$ cat config.mk
export PLATFORM = sky130hd
export DESIGN_NAME = control_sequencer
export DESIGN_NICKNAME = d
export VERILOG_FILES = /design/src/rtl/control_sequencer.sv
export SDC_FILE = /design/constraint.sdc
export NUM_CORES = 1
export LEC_CHECK = 0
export CAP_MARGIN = 20
export CORE_UTILIZATION = 35
export CTS_BUF_LIST = sky130_fd_sc_hd__clkbuf_4 sky130_fd_sc_hd__clkbuf_8 sky130_fd_sc_hd__clkbuf_16
export DETAILED_ROUTE_END_ITERATION = 12
export PLACE_DENSITY = 0.78
export RECOVER_POWER = 50
export REMOVE_ABC_BUFFERS = 1
export SYNTH_ARGS = -nofsm -noshare
export SYNTH_HDL_FRONTEND = slang
export SYNTH_SLANG_ARGS = --single-unit
$ cat constraint.sdc
create_clock -name clk -period 1.4 [get_ports clk]
set_clock_uncertainty 0.15 [all_clocks]
set_input_delay 0.28 -clock clk [delete_from_list [all_inputs] [get_ports clk]]
set_output_delay 0.28 -clock clk [all_outputs]
set_load 0.05 [all_outputs]
$ cat src/rtl/control_sequencer.sv
// Microcode sequencer: six-phase one-hot T-state ring plus HALT, decoding the
// IR opcode nibble into the per-phase bus strobes for the 8-bit datapath.
module control_sequencer (
  input  logic       clk,
  input  logic       rst,
  input  logic       run,
  input  logic [3:0] opcode,
  output logic       pc_inc,
  output logic       pc_oe,
  output logic       pc_ld,
  output logic       mar_ie,
  output logic       ram_oe,
  output logic       ir_ie,
  output logic       ir_oe,
  output logic       a_ie,
  output logic       a_oe,
  output logic       b_ie,
  output logic       alu_oe,
  output logic       alu_sub,
  output logic       out_ie,
  output logic       halted,
  output logic [5:0] t_state
);

  typedef enum logic [6:0] {
    T1   = 7'b0000001,
    T2   = 7'b0000010,
    T3   = 7'b0000100,
    T4   = 7'b0001000,
    T5   = 7'b0010000,
    T6   = 7'b0100000,
    HALT = 7'b1000000
  } state_e;

  localparam logic [3:0] OP_LDA = 4'h0;
  localparam logic [3:0] OP_ADD = 4'h1;
  localparam logic [3:0] OP_SUB = 4'h2;
  localparam logic [3:0] OP_JMP = 4'h6;
  localparam logic [3:0] OP_OUT = 4'hE;
  localparam logic [3:0] OP_HLT = 4'hF;

  state_e     state_q, state_d;
  logic [6:0] state_bits;

  always_comb begin
    state_d = state_q;
    case (state_q)
      T1:      state_d = run ? T2 : T1;
      T2:      state_d = T3;
      T3:      state_d = T4;
      T4:      state_d = (opcode == OP_HLT) ? HALT : T5;
      T5:      state_d = T6;
      T6:      state_d = T1;
      HALT:    state_d = HALT;
      default: state_d = T1;
    endcase
    if (rst) state_d = T1;
  end

  always_ff @(posedge clk) begin
    state_q <= state_d;
  end

  // Strobes are combinational so they settle half a cycle before the
  // datapath's negedge capture; rst and a paused T1 force them all low.
  always_comb begin
    pc_inc  = 1'b0;
    pc_oe   = 1'b0;
    pc_ld   = 1'b0;
    mar_ie  = 1'b0;
    ram_oe  = 1'b0;
    ir_ie   = 1'b0;
    ir_oe   = 1'b0;
    a_ie    = 1'b0;
    a_oe    = 1'b0;
    b_ie    = 1'b0;
    alu_oe  = 1'b0;
    alu_sub = 1'b0;
    out_ie  = 1'b0;
    if (!rst) begin
      case (state_q)
        T1: if (run) begin
          pc_oe  = 1'b1;
          mar_ie = 1'b1;
        end
        T2: pc_inc = 1'b1;
        T3: begin
          ram_oe = 1'b1;
          ir_ie  = 1'b1;
        end
        T4: case (opcode)
          OP_LDA, OP_ADD, OP_SUB: begin
            ir_oe  = 1'b1;
            mar_ie = 1'b1;
          end
          OP_JMP: begin
            ir_oe = 1'b1;
            pc_ld = 1'b1;
          end
          OP_OUT: begin
            a_oe   = 1'b1;
            out_ie = 1'b1;
          end
          default: ;
        endcase
        T5: case (opcode)
          OP_LDA: begin
            ram_oe = 1'b1;
            a_ie   = 1'b1;
          end
          OP_ADD, OP_SUB: begin
            ram_oe = 1'b1;
            b_ie   = 1'b1;
          end
          default: ;
        endcase
        T6: if (opcode == OP_ADD || opcode == OP_SUB) begin
          alu_oe  = 1'b1;
          a_ie    = 1'b1;
          alu_sub = (opcode == OP_SUB);
        end
        default: ;
      endcase
    end
  end

  assign state_bits = state_q;
  assign t_state    = state_bits[5:0];
  assign halted     = state_bits[6];

endmodule

==> metrics.txt, run 1 <==
halt point of the flow 4_1_cts; die extent in y 42.3 um; count of clock tree sinks 7; run status did not finish; floorplan row count 14; placer congestion estimate 0.814; synthesized area divided by synthesized cell count 7.91 sq um; yosys synthesis warning count 0; worst slack at placement -0.727 ns; Starting Density 37.8%; die width 42.3 um; cell total after placement 144; Halt Reason [ERROR DPL-0038] Utilization greater than 100%, impossible to legalize; Post-Synthesis Cell Area 569 sq um; root cell of the clock tree clkbuf_4; hpwl dp 1.82 mm; Mapped Cells 72; buffers added on ports 26; CTS H-tree lvls 1; Yosys reg bits 7; Post-CTS Setup Inserts 8; Top-Level Pins 27; maximum clock path buffer count 2; sequential element share of the synthesized area 24.6%; Post-CTS Hold Fix Bufs 0; post-synth cell types 35; CTS Buf Count 3; number of cells upsized or downsized after cts 59
Yosys cell counts:
cell | instances | area (sq um)
a32oi_1 | 1 | 8.76
dfxtp_1 | 7 | 140
nor2b_1 | 4 | 25.0
nor4b_1 | 2 | 17.5
nand3b_1 | 1 | 7.51
nor4b_2 | 1 | 15.0
a2bb2oi_1 | 1 | 8.76
a221oi_1 | 1 | 8.76
nand3_1 | 3 | 15.0
nand4b_2 | 1 | 15.0
nand2_2 | 1 | 6.26
and4_1 | 1 | 8.76
nor3b_1 | 1 | 7.51
a21oi_2 | 1 | 8.76
buf_4 | 1 | 7.51
xnor2_1 | 1 | 8.76
or2_2 | 1 | 6.26
nor3_2 | 1 | 10.0
buf_6 | 1 | 11.3
nor2_1 | 17 | 63.8
nor3_4 | 1 | 16.3
xor2_1 | 1 | 8.76
a31o_1 | 1 | 8.76
nand2_1 | 4 | 15.0
buf_2 | 1 | 5.00
nor4b_4 | 1 | 23.8
a21oi_1 | 1 | 5.00
nor3_1 | 3 | 15.0
nand4_1 | 3 | 18.8
inv_1 | 2 | 7.51
o211ai_1 | 2 | 15.0
nand4b_1 | 1 | 8.76
nor4_1 | 1 | 6.26
and2_4 | 1 | 8.76
nand2b_1 | 1 | 6.26
metrics by stage:
stage | TNS (ns) | hold WS, ns | cell area [sq um]
floorplan | -15.28 | 0.202 | 546
global placement | -8.58 | 0.471 | 1270
detailed placement | -9.85 | 0.492 | 1270
kinds of logic after synthesis:
logic type	share of synthesized area (%)
AOI/OAI and AO/OA	11.2
xor gates and xnor gates	3.08
buffers and inverters	5.49
DFF	24.6
and+or+nand+nor	55.6
==> inputs of run 2 (changes only) <==
Settings changed: CORE_AREA set to 2 2 63 65, CORE_UTILIZATION 35 to unset, CTS_BUF_LIST sky130_fd_sc_hd__clkbuf_4 sky130_fd_sc_hd__clkbuf_8 sky130_fd_sc_hd__clkbuf_16 to unset, DIE_AREA set to 0 0 65 67, PLACE_DENSITY 0.78 to unset, PLACE_DENSITY_LB_ADDON set to 0.15.
Clock period 1.4 ns to 1.82 ns, I/O delays scaled along.
==> run 2 against run 1 <==
Effect of this change:
- the flow now finishes, with violations (setup timing)
- synthesized area did not move
- synthesized cell count is the same
==> metrics.txt, run 2 <==
initial antenna violation count 0; core area 3610 sq um; HP Class input port to flip-flop; simple-gate share of the synthesized area 55.6% (unchanged); number of maximum-capacitance violations 0; Compound-Gate Fraction of Synth Area 11.2% (unchanged); Mapped Cells 72 (unchanged); arrival time at the worst endpoint 1.54 ns; Area contributors post-synth dfxtp_1 25%, nor2_1 11%, nor2b_1 4.4%, nor4b_4 4.2%, nand4_1 3.3% (unchanged); number of enable-type register cells in the synthesized netlist 0 (unchanged); start-to-end type of the worst setup path flip-flop to primary output; flip-flop count of the largest register after layout 7; post-synth cell types 35 (unchanged); worst slew pin tran 0.249 ns; sequential element share of the synthesized area 24.6% (unchanged); combined global-route utilization of all metal layers 12.0%; Sequential cell area 156 sq um; fraction of synthesized area in multiplexers 0% (unchanged); fraction of layout cells with a size suffix above 1 71.3%; ant diodes 0; remaining global-route overflow 0; most area-hungry cell type in the Yosys netlist dfxtp_1 (unchanged); maximum number of pins on one net before global-route repair 7; instance count along the most critical hold path 3; floorplan row count 22 (was 14); average via count per standard cell 4.25; root cell of the clock tree clkbuf_8 (was clkbuf_4); reg-to-reg startpoint state_bits[3]$_SDFF_PP0_; Area Growth Syn to Fin 187%; die extent in y 67 um (was 42.3 um); Final Core Density 45.4%; placer congestion estimate 0.756 (was 0.814); total area of multi-input combinational cells 561 sq um; most common cell after layout, fill and taps aside buf_4; number of detailed-routing iterations run before antenna repair 4; vias in the first global route 896; post-route minimum period 2.05 ns; via count 812; fill cell instance count of the final layout 363; synthesized-area fraction occupied by xor and xnor cells 3.08% (unchanged); unrepaired setup endpoints after global routing true; Pwr per Cell Area 396 nW/um^2; clock transition at the register clock pins on the worst setup and hold paths after CTS 0.04 ns; Required @ worst endpoint 1.31 ns; slowest CP cell dfxtp_4; Wirelength per Cell 12.1 um; violated checks setup timing; maximum achievable frequency 487 MHz; top flip-flop cell by instance count after synthesis dfxtp_1 (unchanged); Post-Synthesis Cell Area 569 sq um (unchanged); endpoint class of the critical path primary output; headroom to the max-slew limit 83.2%; TritonCTS clock tree yes; run status complete, but fails checks (was did not finish); part of the cycle the worst path needs 113%; CP Max Fanout 4; PnR worst setup slack -0.233 ns; crit path cell chain nor3_4 > nand4_1 > buf_6 > nor4b_4 > buf_12; Crit. path cell count 5; reg-to-reg slack, setup 0.23 ns; hold path endpoint state_bits[1]$_SDFF_PP0_; die width 65 um (was 42.3 um); CP top delay family simple AND/OR/NAND/NOR gates; count of nets after finishing 151; area share of the leading cell type in the synthesized netlist 24.6% (unchanged); buffers and inverters on the worst path 2; final-report max-slew violation count 0; number of cells on the worst reg-to-reg path 6; count of clock tree sinks 7 (unchanged); global-route wire length before repair 3.99 mm; hpwl dp 1.70 mm (was 1.82 mm); worst hold start rst; total power consumption of the routed design 647 uW; Yosys reg bits 7 (unchanged); overall routed net length 2.31 mm; Post-Synth Adder-Cell Area 0% (unchanged); commonest cells after routing, fill and taps aside 35 x buf_4, 20 x buf_12, 8 x buf_6, 7 x nor2_4, 7 x nor2_1; Setup Viol. Count Final 13; violation count after the first detailed-route iteration 9; remaining number of nets flagged by the antenna check after routing 0; yosys synthesis warning count 0 (unchanged); most frequent cells after synthesis 17 x nor2_1, 7 x dfxtp_1, 4 x nand2_1, 4 x nor2b_1 (unchanged); worst voltage drop across the vdd grid 0.129 mV; combinational family with the most area after synthesis simple AND/OR/NAND/NOR gates (unchanged); worst-case hold slack 0.392 ns; CTS Buf Count 3 (unchanged); Skew-Pair Late Insertion Delay 0.23 ns; crit-path max cell delay 0.35 ns; synthesized area divided by synthesized cell count 7.91 sq um (unchanged); most used standard cell by instance count after synthesis nor2_1 (unchanged); final hold violations 0; number of remaining DRC errors 0; maximum clock path buffer count 2 (unchanged); Starting Density 15.8% (was 37.8%); ys async rst share 0% (unchanged); buffers added on ports 26 (unchanged); Setup crit start kind flip-flop; Leakage 0.000677 uW; worst reg2reg endpoint state_bits[0]$_SDFF_PP1_; CTS H-tree lvls 1 (unchanged); full die area 4360 sq um; Top-Level Pins 27 (unchanged)
run 2: cell counts after synthesis:
Identical to the previous run, type by type.
run 2: layout make-up:
| class | instances | area share (%) |
|---|---|---|
| tap | 48 | 3.67 |
| multi-input combinational | 60 | 34.3 |
| timing repair buffer | 70 | 49.3 |
| sequential | 7 | 9.56 |
| inverter | 2 | 0.459 |
| clock buffer | 4 | 2.75 |
run 2: timing repair:
item,4_1_cts,5_1_grt
setup buffers,12,3
pin swaps,16,4
hold buffers,0,0
endpoints found under the hold margin,0,0
cloned,0,0
setup endpoints to repair,13,13
resized for setup,50,12
run 2: worst max path at each step:
stage | from | slack, ns | to
final | state_bits[0]$_SDFF_PP1_ | -0.23 | ir_oe
after global routing | state_bits[0]$_SDFF_PP1_ | -0.30 | ram_oe
after CTS | state_bits[0]$_SDFF_PP1_ | -0.24 | ram_oe
after detailed placement | rst | -0.52 | ram_oe
after global placement | rst | -0.49 | b_ie
after floorplan | state_bits[3]$_SDFF_PP0_ | -1.90 | a_oe
run 2: per-layer routing:
| layer | track usage [%] | wire, um | vias up |
|---|---|---|---|
| met5 | 0 | 0 | - |
| met4 | 6.91 | 51 | 0 |
| met3 | 3.89 | 144 | 6 |
| met2 | 20.5 | 1200 | 27 |
| met1 | 13.1 | 914 | 374 |
| li1 | - | - | 405 |
run 2: power breakdown:
group	internal, uW	leakage, uW	total [uW]	switching, uW
combinational	140	0.000594	264	125
sequential	156	0.0000599	164	8.20
clock	152	0.0000228	219	67.5
run 2: through the flow:
stage | area, sq um | setup slack [ns] | TNS [ns] | cells
finish | 1640 | -0.233 | -1.88 | 191
CTS | 1580 | -0.242 | -1.88 | 189
global route | 1640 | -0.301 | -2.91 | 191
global placement | 1310 | -0.485 | -5.19 | 175
detailed placement | 1310 | -0.518 | -5.44 | 175
floorplan | 546 | -1.90 | -10.38 | 69
run 2: worst reg2reg max path, stage by stage, from the launching register on:
cell and delay (ns):
dfxtp_4 0.34, buf_4 0.14, buf_4 0.17, nor4b_1 0.29, a221oi_1 0.08, o211ai_1 0.19
o211ai_1 0.11
run 2: cells by family after synthesis:
family	Yosys count
buffers and inverters	5
xor gates and xnor gates	2
and+or+nand+nor	50
AOI/OAI and AO/OA	8
DFF	7
(Power assumes the default switching activity.)
